### config.mk
export PLATFORM = sky130hd
export DESIGN_NAME = reg_bank_p4_feeder
export DESIGN_NICKNAME = d
export VERILOG_FILES = /design/src/rtl/reg_bank_p4_feeder.sv
export SDC_FILE = /design/constraint.sdc
export NUM_CORES = 1
export LEC_CHECK = 0
export BUFFER_PORTS_ARGS = -buffer_cell sky130_fd_sc_hd__buf_2
export CAP_MARGIN = 15
export CORE_ASPECT_RATIO = 1.4
export CORE_MARGIN = 2
export CORE_UTILIZATION = 45
export DETAILED_ROUTE_END_ITERATION = 16
export PLACE_DENSITY_LB_ADDON = 0.08
export REMOVE_ABC_BUFFERS = 1
export SLEW_MARGIN = 0
export SYNTH_ARGS = -nofsm -noshare
export SYNTH_HDL_FRONTEND = slang
export SYNTH_SLANG_ARGS = --single-unit
export TNS_END_PERCENT = 5
### constraint.sdc
create_clock -name clock -period 3.8 [get_ports clock]
set_input_delay 0.76 -clock clock [delete_from_list [all_inputs] [get_ports clock]]
set_output_delay 0.76 -clock clock [all_outputs]
set_load 0.03 [all_outputs]
### src/rtl/reg_bank_p4_feeder.sv
// reg_bank_p4_feeder: instruction FIFO feeding the 4-register P4 register bank.
// Buffers opaque instructions from a valid/ready producer and issues at most one
// per cycle onto inst/inst_en when issue_en allows. Nothing is decoded.
//
// Ports:
//   clock     in   rising-edge clock
//   reset     in   synchronous active-high reset, highest priority
//   in_inst   in   instruction from producer ({opcode[11:8], imm[7:0]})
//   in_valid  in   in_inst valid this cycle
//   in_ready  out  combinational; FIFO can accept this cycle
//   issue_en  in   downstream permits an issue this cycle
//   flush     in   discard all queued entries (issued is kept)
//   inst      out  registered instruction to the bank, holds between issues
//   inst_en   out  registered one-cycle strobe per issued instruction
//   count     out  registered FIFO occupancy, 0..2**DEPTH_LOG2
//   issued    out  registered 8-bit count of issued instructions, wraps
module reg_bank_p4_feeder #(
    parameter int unsigned DEPTH_LOG2 = 2,
    parameter int unsigned INST_WIDTH = 12
) (
    input  logic                  clock,
    input  logic                  reset,
    input  logic [INST_WIDTH-1:0] in_inst,
    input  logic                  in_valid,
    output logic                  in_ready,
    input  logic                  issue_en,
    input  logic                  flush,
    output logic [INST_WIDTH-1:0] inst,
    output logic                  inst_en,
    output logic [DEPTH_LOG2:0]   count,
    output logic [7:0]            issued
);

    localparam int unsigned DEPTH = 1 << DEPTH_LOG2;
    localparam int unsigned PW    = DEPTH_LOG2;
    localparam int unsigned CW    = DEPTH_LOG2 + 1;
    localparam int unsigned IW    = 8;

    logic [INST_WIDTH-1:0] mem_q [DEPTH];
    logic [PW-1:0]         wr_ptr_q, wr_ptr_d;
    logic [PW-1:0]         rd_ptr_q, rd_ptr_d;
    logic [CW-1:0]         count_q, count_d;
    logic [INST_WIDTH-1:0] inst_q, inst_d;
    logic                  inst_en_q, inst_en_d;
    logic [IW-1:0]         issued_q, issued_d;
    logic                  push, pop;

    // Ready ignores a same-cycle pop: no pass-through when full.
    always_comb begin
        in_ready = !reset && !flush && (count_q != CW'(DEPTH));
        push     = in_valid && in_ready;
        pop      = issue_en && (count_q != '0) && !flush && !reset;
    end

    // Next-state for pointers, occupancy and the issue register.
    always_comb begin
        wr_ptr_d  = wr_ptr_q;
        rd_ptr_d  = rd_ptr_q;
        count_d   = count_q;
        inst_d    = inst_q;
        inst_en_d = 1'b0;
        issued_d  = issued_q;

        if (flush) begin
            wr_ptr_d = '0;
            rd_ptr_d = '0;
            count_d  = '0;
        end else begin
            if (push) begin
                wr_ptr_d = wr_ptr_q + PW'(1);
            end
            if (pop) begin
                rd_ptr_d  = rd_ptr_q + PW'(1);
                inst_d    = mem_q[rd_ptr_q];
                inst_en_d = 1'b1;
                issued_d  = issued_q + IW'(1);
            end
            case ({push, pop})
                2'b10:   count_d = count_q + CW'(1);
                2'b01:   count_d = count_q - CW'(1);
                default: count_d = count_q;
            endcase
        end
    end

    always_ff @(posedge clock) begin
        if (reset) begin
            wr_ptr_q  <= '0;
            rd_ptr_q  <= '0;
            count_q   <= '0;
            inst_q    <= '0;
            inst_en_q <= 1'b0;
            issued_q  <= '0;
        end else begin
            wr_ptr_q  <= wr_ptr_d;
            rd_ptr_q  <= rd_ptr_d;
            count_q   <= count_d;
            inst_q    <= inst_d;
            inst_en_q <= inst_en_d;
            issued_q  <= issued_d;
        end
    end

    // Storage needs no reset; occupancy alone decides which entries are live.
    always_ff @(posedge clock) begin
        if (push) begin
            mem_q[wr_ptr_q] <= in_inst;
        end
    end

    assign inst    = inst_q;
    assign inst_en = inst_en_q;
    assign count   = count_q;
    assign issued  = issued_q;

endmodule

==> results of run 1 <==
## path summary, 6_finish.rpt
| kind | to | slack, ps |
|---|---|---|
| min | inst[8] | 480 |
| max | count[2] | 1180 |
| max reg2reg | count[2] | 1550 |
| min reg2reg | inst[8] | 480 |
## critical path: cells and delay by family
family	cells	cell delay (ps)
xor gates and xnor gates	1	140
AOI/OAI and AO/OA	1	140
adders and majority gates	2	610
and+or+nand+nor	3	920
buffers and inverters	2	310
## cell type report
class / count / area (µm²)
clock inverter: 4 / 52.6
timing repair buffer: 44 / 228
fill: 558 / 3040
clock buffer: 12 / 176
inverter: 5 / 18.8
tap: 92 / 115
multi-input combinational: 123 / 983
sequential: 76 / 2000
## synth_stat cells
library cell / instances
a311oi_1: 1
and3_1: 4
nor4b_2: 1
a31o_2: 1
o21ai_0: 18
inv_1: 5
or3b_2: 2
or4_1: 1
and2b_1: 1
or3b_1: 1
clkbuf_1: 7
ha_1: 6
buf_6: 1
nor3_2: 1
nand2_1: 3
nor2_1: 9
nor3b_1: 3
o311ai_0: 1
mux2_2: 1
a21oi_1: 18
nand3_1: 19
xnor2_1: 1
or2_2: 1
buf_4: 1
xor2_1: 1
mux2_1: 2
buf_1: 1
nor2b_1: 2
o41ai_1: 1
dfxtp_1: 28
edfxtp_1: 48
mux4_2: 12
buf_2: 4
fa_1: 1
nand4_1: 2
or3_1: 4
nor4_1: 2
mux2i_1: 2
o311ai_1: 1
## sequential cells by signal, summed over array words and instances (netlist names)
| signal | cells |
|---|---|
| rd_ptr_q | 2 |
| issued | 8 |
| mem_q | 48 |
| inst | 12 |
| count | 3 |
| wr_ptr_q | 2 |
| inst_en | 1 |
## cell families (layout without fill, tap and decap cells)
logic type / Yosys count / count (layout) / share of synthesized area, %
xor+xnor: 2 / 2 / 0.570
compound gates: 41 / 41 / 7.29
mux: 17 / 17 / 10.5
flops: 76 / 76 / 65.1
buf+inv: 19 / 65 / 2.85
fa+ha+maj: 7 / 7 / 3.09
simple gates: 56 / 56 / 10.5
## through the flow
step	utilization, %	power (mW)	worst slack, ps
floorplan	-	0.924	1190
global placement	50.6	0.952	877
detailed placement	50.6	0.953	845
CTS	54.1	1.63	1200
global route	54.1	1.66	1050
finish	54.1	1.61	1180
## report_power, final
group | total, mW | leakage (nW) | internal (mW) | switching (mW)
clock network | 0.673 | 0.114 | 0.381 | 0.292
logic | 0.0493 | 0.512 | 0.0168 | 0.0325
registers | 0.883 | 0.659 | 0.881 | 0.00234
total | 1.61 | 1.29 | 1.28 | 0.327
## metal layers
metal	vias up	GRT usage [%]	part of all wire (%)
li1	915	-	-
met1	917	19.8	41
met2	59	28.5	52
met3	13	3.28	4.8
met4	0	8.67	2.2
met5	-	0	0
==> flow_summary.ini, run 1 <==
[run_status]
outcome = completed

[synthesis]
synth_cells = 218
yosysUniqueCellTypes = 39
synth.area.top_cells = edfxtp_1, dfxtp_1, mux4_2, nand3_1, a21oi_1
ys_ff_latch = 76
avgSynthCellArea_um2 = 14.1
ys_warn_count = 0
yosysTopAreaCellShare_pct = 46.9
ys_seq_area_share_pct = 65.1
netlist_area_um2 = 3070
synth_top_cell_by_area = edfxtp_1

[floorplanning]
die-area_um2 = 7520
die_h_um = 102
initial_core_util_pct = 46.5
rows = 35
die_w_um = 73.8
pin_count = 42
core-area_um2 = 6610

[sta]
holdWs_ps = 475
drv_slew = 0
max_freq_mhz = 382
skew_ps = 7.84
tns_ps = 0
rsz0062_at_grt = false
finalHoldViolCount = 0
fin_crit_ps = 2620
worst_pin_slew_ps = 935
slew_headroom_pct = 37.6
setup_violations = 0
finalCritPeriodShare_pct = 68.9

[global_routing]
grt_pass1_vias = 1855
grt_max_degree = 27
antenna_found_initial = 0
grt-ovfl-total = 0
grt_pass1_wl_um = 9140
grt.total_usage_pct = 16.7

[drt]
wl_per_cell_um = 16.0
drtIter0Drc = 59
drt_pass1_iterations = 4
ant_nets = 0
wirelength_um = 5700
vias = 1904
vias_per_cell = 5.35
drcViolationCount = 0

[final_layout]
layout-drive-gt1-share_pct = 29.9
mostFrequentLayoutCells = edfxtp_1, buf_2, dfxtp_1
final_common_cell = edfxtp_1
syn2layout_area_growth_pct = 16.4
nNetsFinal = 283
layout.cells.non_filler = 356
final_area_um2 = 3580
n_antenna_cell = 0

[clock_tree]
cts_tree = done
post-cts-setup-buffer-count = 0
numCtsBuffers = 9
cts.repair.resized = 0
cts_buffer_depth = 2
cts_max_level = 3
clk_pin_slew_worst_paths_ps = 80
clock_latency_ps = 350
cts_root_buf = clkbuf_8
cts.sinks = 76
cts_hold_buf = 0

[placed_design]
dp.cells = 340
placed_area_um2 = 3350
hpwl_um = 3540
io_buffers = 41
finalWeightedCongestion = 0.704

[worst_setup_path]
critPathLaunchType = input port
cp.arrival_ps = 2900
crit_slowest_cell = or3b_2
crit_fanout = 26
cp-startpoint = reset
r2r_cells = 8
crit_type = in2reg
crit_chain = buf_2 -> or3b_2 -> nor2_1 -> inv_1 -> ha_1 -> fa_1 -> xnor2_1 -> or3_1 -> a21oi_1
rr_startpoint = count[0]
slowest_delay_ps = 520
critPathCaptureType = register
required_ps = 4080

[hold_path]
min_path_cells = 2
hold_path.class = reg2reg
hold_start = inst[8]

[pwr]
power.leakage_nw = 1.29
max-vdd-ir-drop_uv = 337
p_per_area_nw_per_um2 = 449

[run]
drv_cap = 0
Note: power is estimated with default switching activity, not from simulation.
==> inputs of run 2 (changes only) <==
==> constraint.sdc (replaced) <==
create_clock -name clock -period 2.3 [get_ports clock]
set_input_delay 0.46 -clock clock [delete_from_list [all_inputs] [get_ports clock]]
set_output_delay 0.46 -clock clock [all_outputs]
set_load 0.03 [all_outputs]
==> flow_summary.ini, run 2 (synthesis results as in run 1) <==
[run_status]
outcome = completed

[drt]
wl_per_cell_um = 16.2
drtIter0Drc = 104
drcViolationCount = 0
ant_nets = 0
vias_per_cell = 5.24
drt_pass1_iterations = 4
vias = 1922
wirelength_um = 5960

[final_layout]
n_antenna_cell = 0
nNetsFinal = 294
largest_register_ffs = 48
layout.cells.non_filler = 367
final_common_cell = edfxtp_1
fin_util_pct = 55.7
syn2layout_area_growth_pct = 19.9
mostFrequentLayoutCells = edfxtp_1, buf_2, dfxtp_1
layout-drive-gt1-share_pct = 32.4
largest-register = mem_q

[sta]
finalCritPeriodShare_pct = 90.4
finalHoldViolCount = 0
setup_violations = 0
max_freq_mhz = 481
worst_pin_slew_ps = 680
drv_slew = 0
rsz0062_at_grt = false
holdWs_ps = 333
slew_headroom_pct = 54.6
fin_crit_ps = 2080
skew_ps = 8.59

[worst_setup_path]
slowest_delay_ps = 390
cp.arrival_ps = 1620
crit_type = in2out
critPathCaptureType = output port
critPathLaunchType = input port
required_ps = 1840
crit_fanout = 24
crit_slowest_cell = or2_2
crit_chain = buf_2 -> buf_4 -> buf_4 -> or2_2 -> nor2_1 -> buf_2
r2r_slack_ps = 280

[floorplanning]
die_h_um = 102
core-area_um2 = 6610
rows = 35
die-area_um2 = 7520
die_w_um = 73.8
initial_core_util_pct = 46.5
pin_count = 42

[global_routing]
grt_pass1_wl_um = 9690
grt_pass1_vias = 1963
antenna_found_initial = 0
grt-ovfl-total = 0
grt_max_degree = 26
grt.total_usage_pct = 17.9

[pwr]
intPower_mw = 1.99
p_per_area_nw_per_um2 = 688
power_mw = 2.54
max-vdd-ir-drop_uv = 445
clkPwrFrac_pct = 38.8
power_frac_seq_pct = 57.6
p_switching_mw = 0.545
p_sw_share_pct = 21.5
combPwrFrac_pct = 3.6
power.leakage_nw = 1.33

[clock_tree]
cts_hold_buf = 0
cts.repair.resized = 0
cts.sinks = 76
clock_latency_ps = 340
post-cts-setup-buffer-count = 0
cts_tree = done
cts_max_level = 3
cts_buffer_depth = 2
numCtsBuffers = 9
clk_pin_slew_worst_paths_ps = 80
cts_root_buf = clkbuf_8

[placed_design]
io_buffers = 41
finalWeightedCongestion = 0.725
hpwl_um = 3720
dp.cells = 351

[hold_path]
hold_path.class = in2reg

[run]
drv_cap = 0
-- run 2: per-layer routing --
| layer | part of all wire [%] | GRT usage, % | routed length (µm) |
|---|---|---|---|
| met5 | 0 | 0 | 0 |
| met4 | 1.3 | 7.41 | 76 |
| met2 | 53 | 30.0 | 3160 |
| met1 | 41 | 21.7 | 2470 |
| met3 | 4.3 | 4.48 | 259 |
-- run 2: layout make-up --
type / instances / area [µm²]
multi-input combinational: 123 / 983
tap: 92 / 115
fill: 564 / 2930
clock inverter: 6 / 65.1
timing repair buffer: 55 / 373
sequential: 76 / 2000
clock buffer: 10 / 128
inverter: 5 / 18.8
-- run 2: worst paths after layout --
| kind | from | endpoint | cells past startpoint |
|---|---|---|---|
| worst min register to register | inst[4] | inst[4] | 2 |
| worst max register to register | count[0] | count[2] | 8 |
| worst max-delay path | reset | in_ready | 6 |
| worst min-delay path | in_inst[4] | mem_q[1][4] | 1 |
-- run 2: power by group through the flow --
stage / clock (mW) / combinational, mW / sequential (mW)
finish: 0.984 / 0.0925 / 1.46
global route: 1.07 / 0.102 / 1.46
CTS: 1.01 / 0.0944 / 1.46
detailed placement: 0 / 0.0941 / 1.49
global placement: 0 / 0.0929 / 1.49
floorplan: 0 / 0.0341 / 1.49
-- run 2: through the flow --
stage | setup WS [ps] | instance area (µm²) | TNS, ps
2_1_floorplan | -308 | 3000 | -323
3_3_place_gp | -101 | 3490 | -101
3_5_place_dp | -126 | 3490 | -126
4_1_cts | 197 | 3680 | 0
5_1_grt | 105 | 3680 | 0
6_report | 220 | 3680 | 0
-- run 2: critical path: cells and delay by family --
kind                   cells  cell delay [ps]
AND/OR/NAND/NOR            2              510
buffers and inverters      4              660
==> inputs of run 3 (changes only) <==
--- a/config.mk
+++ b/config.mk
@@ -8,10 +8,11 @@
 export BUFFER_PORTS_ARGS = -buffer_cell sky130_fd_sc_hd__buf_2
 export CAP_MARGIN = 15
 export CORE_ASPECT_RATIO = 1.4
-export CORE_MARGIN = 2
-export CORE_UTILIZATION = 45
+export CORE_MARGIN = 4
+export CORE_UTILIZATION = 51
 export DETAILED_ROUTE_END_ITERATION = 16
 export PLACE_DENSITY_LB_ADDON = 0.08
+export RECOVER_POWER = 100
 export REMOVE_ABC_BUFFERS = 1
 export SLEW_MARGIN = 0
 export SYNTH_ARGS = -nofsm -noshare
==> flow_summary.ini, run 3 (synthesis results as in run 1) <==
[placed_design]
placed_area_um2 = 3410
hpwl_um = 3680
io_buffers = 41
finalWeightedCongestion = 0.768

[final_layout]
n_antenna_cell = 0
layout-drive-gt1-share_pct = 17.1
fill_cells = 511
mostFrequentLayoutCells = edfxtp_1, clkbuf_1, dfxtp_1
final_common_cell = edfxtp_1
nNetsFinal = 294
regArea_um2 = 2000
largest-register = mem_q
final_area_um2 = 3520
syn2layout_area_growth_pct = 14.5
multiInputGateArea_um2 = 977
largest_register_ffs = 48

[pwr]
p_per_area_nw_per_um2 = 700
power.leakage_nw = 1.16
max-vdd-ir-drop_uv = 533

[sta]
skew_ps = 8.61
slew_headroom_pct = 46.7
max_freq_mhz = 474
worst_pin_slew_ps = 800
holdWs_ps = 376
finalCritPeriodShare_pct = 91.7
rsz0062_at_grt = false
drv_slew = 0
fin_crit_ps = 2110
finalHoldViolCount = 0
setup_violations = 0

[worst_setup_path]
crit_fanout = 2
crit_slowest_cell = or3b_2
r2r_slack_ps = 220
r2r_cells = 8
critPathLaunchType = input port
required_ps = 2570
cp-startpoint = flush
cp.arrival_ps = 2380
r2r_end = count[2]
crit_type = in2reg
cp.depth = 9
path_buf_inv = 2
slowest_delay_ps = 480
path_delay_family = simple AND/OR/NAND/NOR gates
rr_startpoint = count[0]
critPathCaptureType = register
crit_chain = buf_2 -> or3b_2 -> nor2_1 -> inv_1 -> ha_1 -> fa_1 -> xnor2_1 -> or3_1 -> a21oi_1

[hold_path]
hold_start = in_inst[6]
min_path_cells = 1
whs_endpoint = mem_q[3][6]
hold_path.class = in2reg

[drt]
dr_wl_met2_um = 2960
wl_per_cell_um = 16.7
top_layer = met4
drt_pass1_iterations = 5
wl_met3_um = 339
vias_per_cell = 5.64
ant_nets = 0
drtIter0Drc = 104
vias = 1947
drcViolationCount = 0
met1_length_um = 2430
wirelength_um = 5770

[global_routing]
grt_pass1_wl_um = 9350
grt_max_degree = 26
grt.total_usage_pct = 17.2
antenna_found_initial = 0
grt-ovfl-total = 0
grt_pass1_vias = 1897

[floorplanning]
die-area_um2 = 7350
die_w_um = 73.6
rows = 33
pin_count = 42
initial_core_util_pct = 52.4
die_h_um = 99.8
core-area_um2 = 5860

[clock_tree]
numCtsBuffers = 9
cts_hold_buf = 0
cts_tree = done
clk_pin_slew_worst_paths_ps = 80
post-cts-setup-buffer-count = 0
cts_buffer_depth = 2
cts_root_buf = clkbuf_8
cts.sinks = 76
cts.repair.resized = 0
clock_latency_ps = 340
cts_max_level = 3

[run]
drv_cap = 0

[run_status]
outcome = completed
[run 3: changes by cell type in the layout (fill, tap and decap cells not counted), moves of 3 or more]
cell,before,now
clkbuf_1,1,42
buf_2,41,4
buf_12,5,0
clkinvlp_4,4,1
[run 3: through the flow]
stage	utilization (%)	setup TNS, ps	instances	total power, mW	setup slack, ps
detailed placement	58.2	-139	329	1.58	-139
CTS	61.4	0	345	2.50	213
floorplan	-	-323	204	1.53	-308
global placement	58.2	-92.4	329	1.58	-92.4
finish	60.0	0	345	2.46	190
global route	60.0	0	345	2.56	95.5
[run 3: power breakdown]
part	total (mW)	internal [mW]	leakage [nW]	switching (mW)
combinational	0.0841	0.0290	0.409	0.0550
sequential	1.46	1.46	0.659	0.00372
clock	0.920	0.458	0.0952	0.462
total	2.46	1.94	1.16	0.521
[run 3: worst reg2reg max path: cells and delay by family, from the launching register on]
kind | cells | cell delay (ps)
and+or+nand+nor | 3 | 590
buffers and inverters | 1 | 50
AOI/OAI and AO/OA | 1 | 140
DFF | 1 | 500
adders and majority gates | 2 | 590
xor gates and xnor gates | 1 | 150
[run 3: area by class of cell]
type                            instances  area share, %
Sequential cell                        76           56.9
Multi-Input combinational cell        123           27.8
Tap cell                               70           2.49
Clock buffer                           11           4.34
Timing Repair Buffer                   55           7.01
Clock inverter                          5          0.925
Inverter                                5          0.534
[run 3: how the worst max path moves through the flow]
stage / to
after floorplan: count[2]
final: count[2]
after detailed placement: count[2]
after CTS: count[2]
after global placement: count[2]
after global routing: count[2]
[run 3: routing by layer]
metal / track usage, % / vias up
met1: 22.5 / 952
met5: 0 / -
met4: 7.53 / 0
met2: 27.5 / 50
li1: - / 941
met3: 3.31 / 4
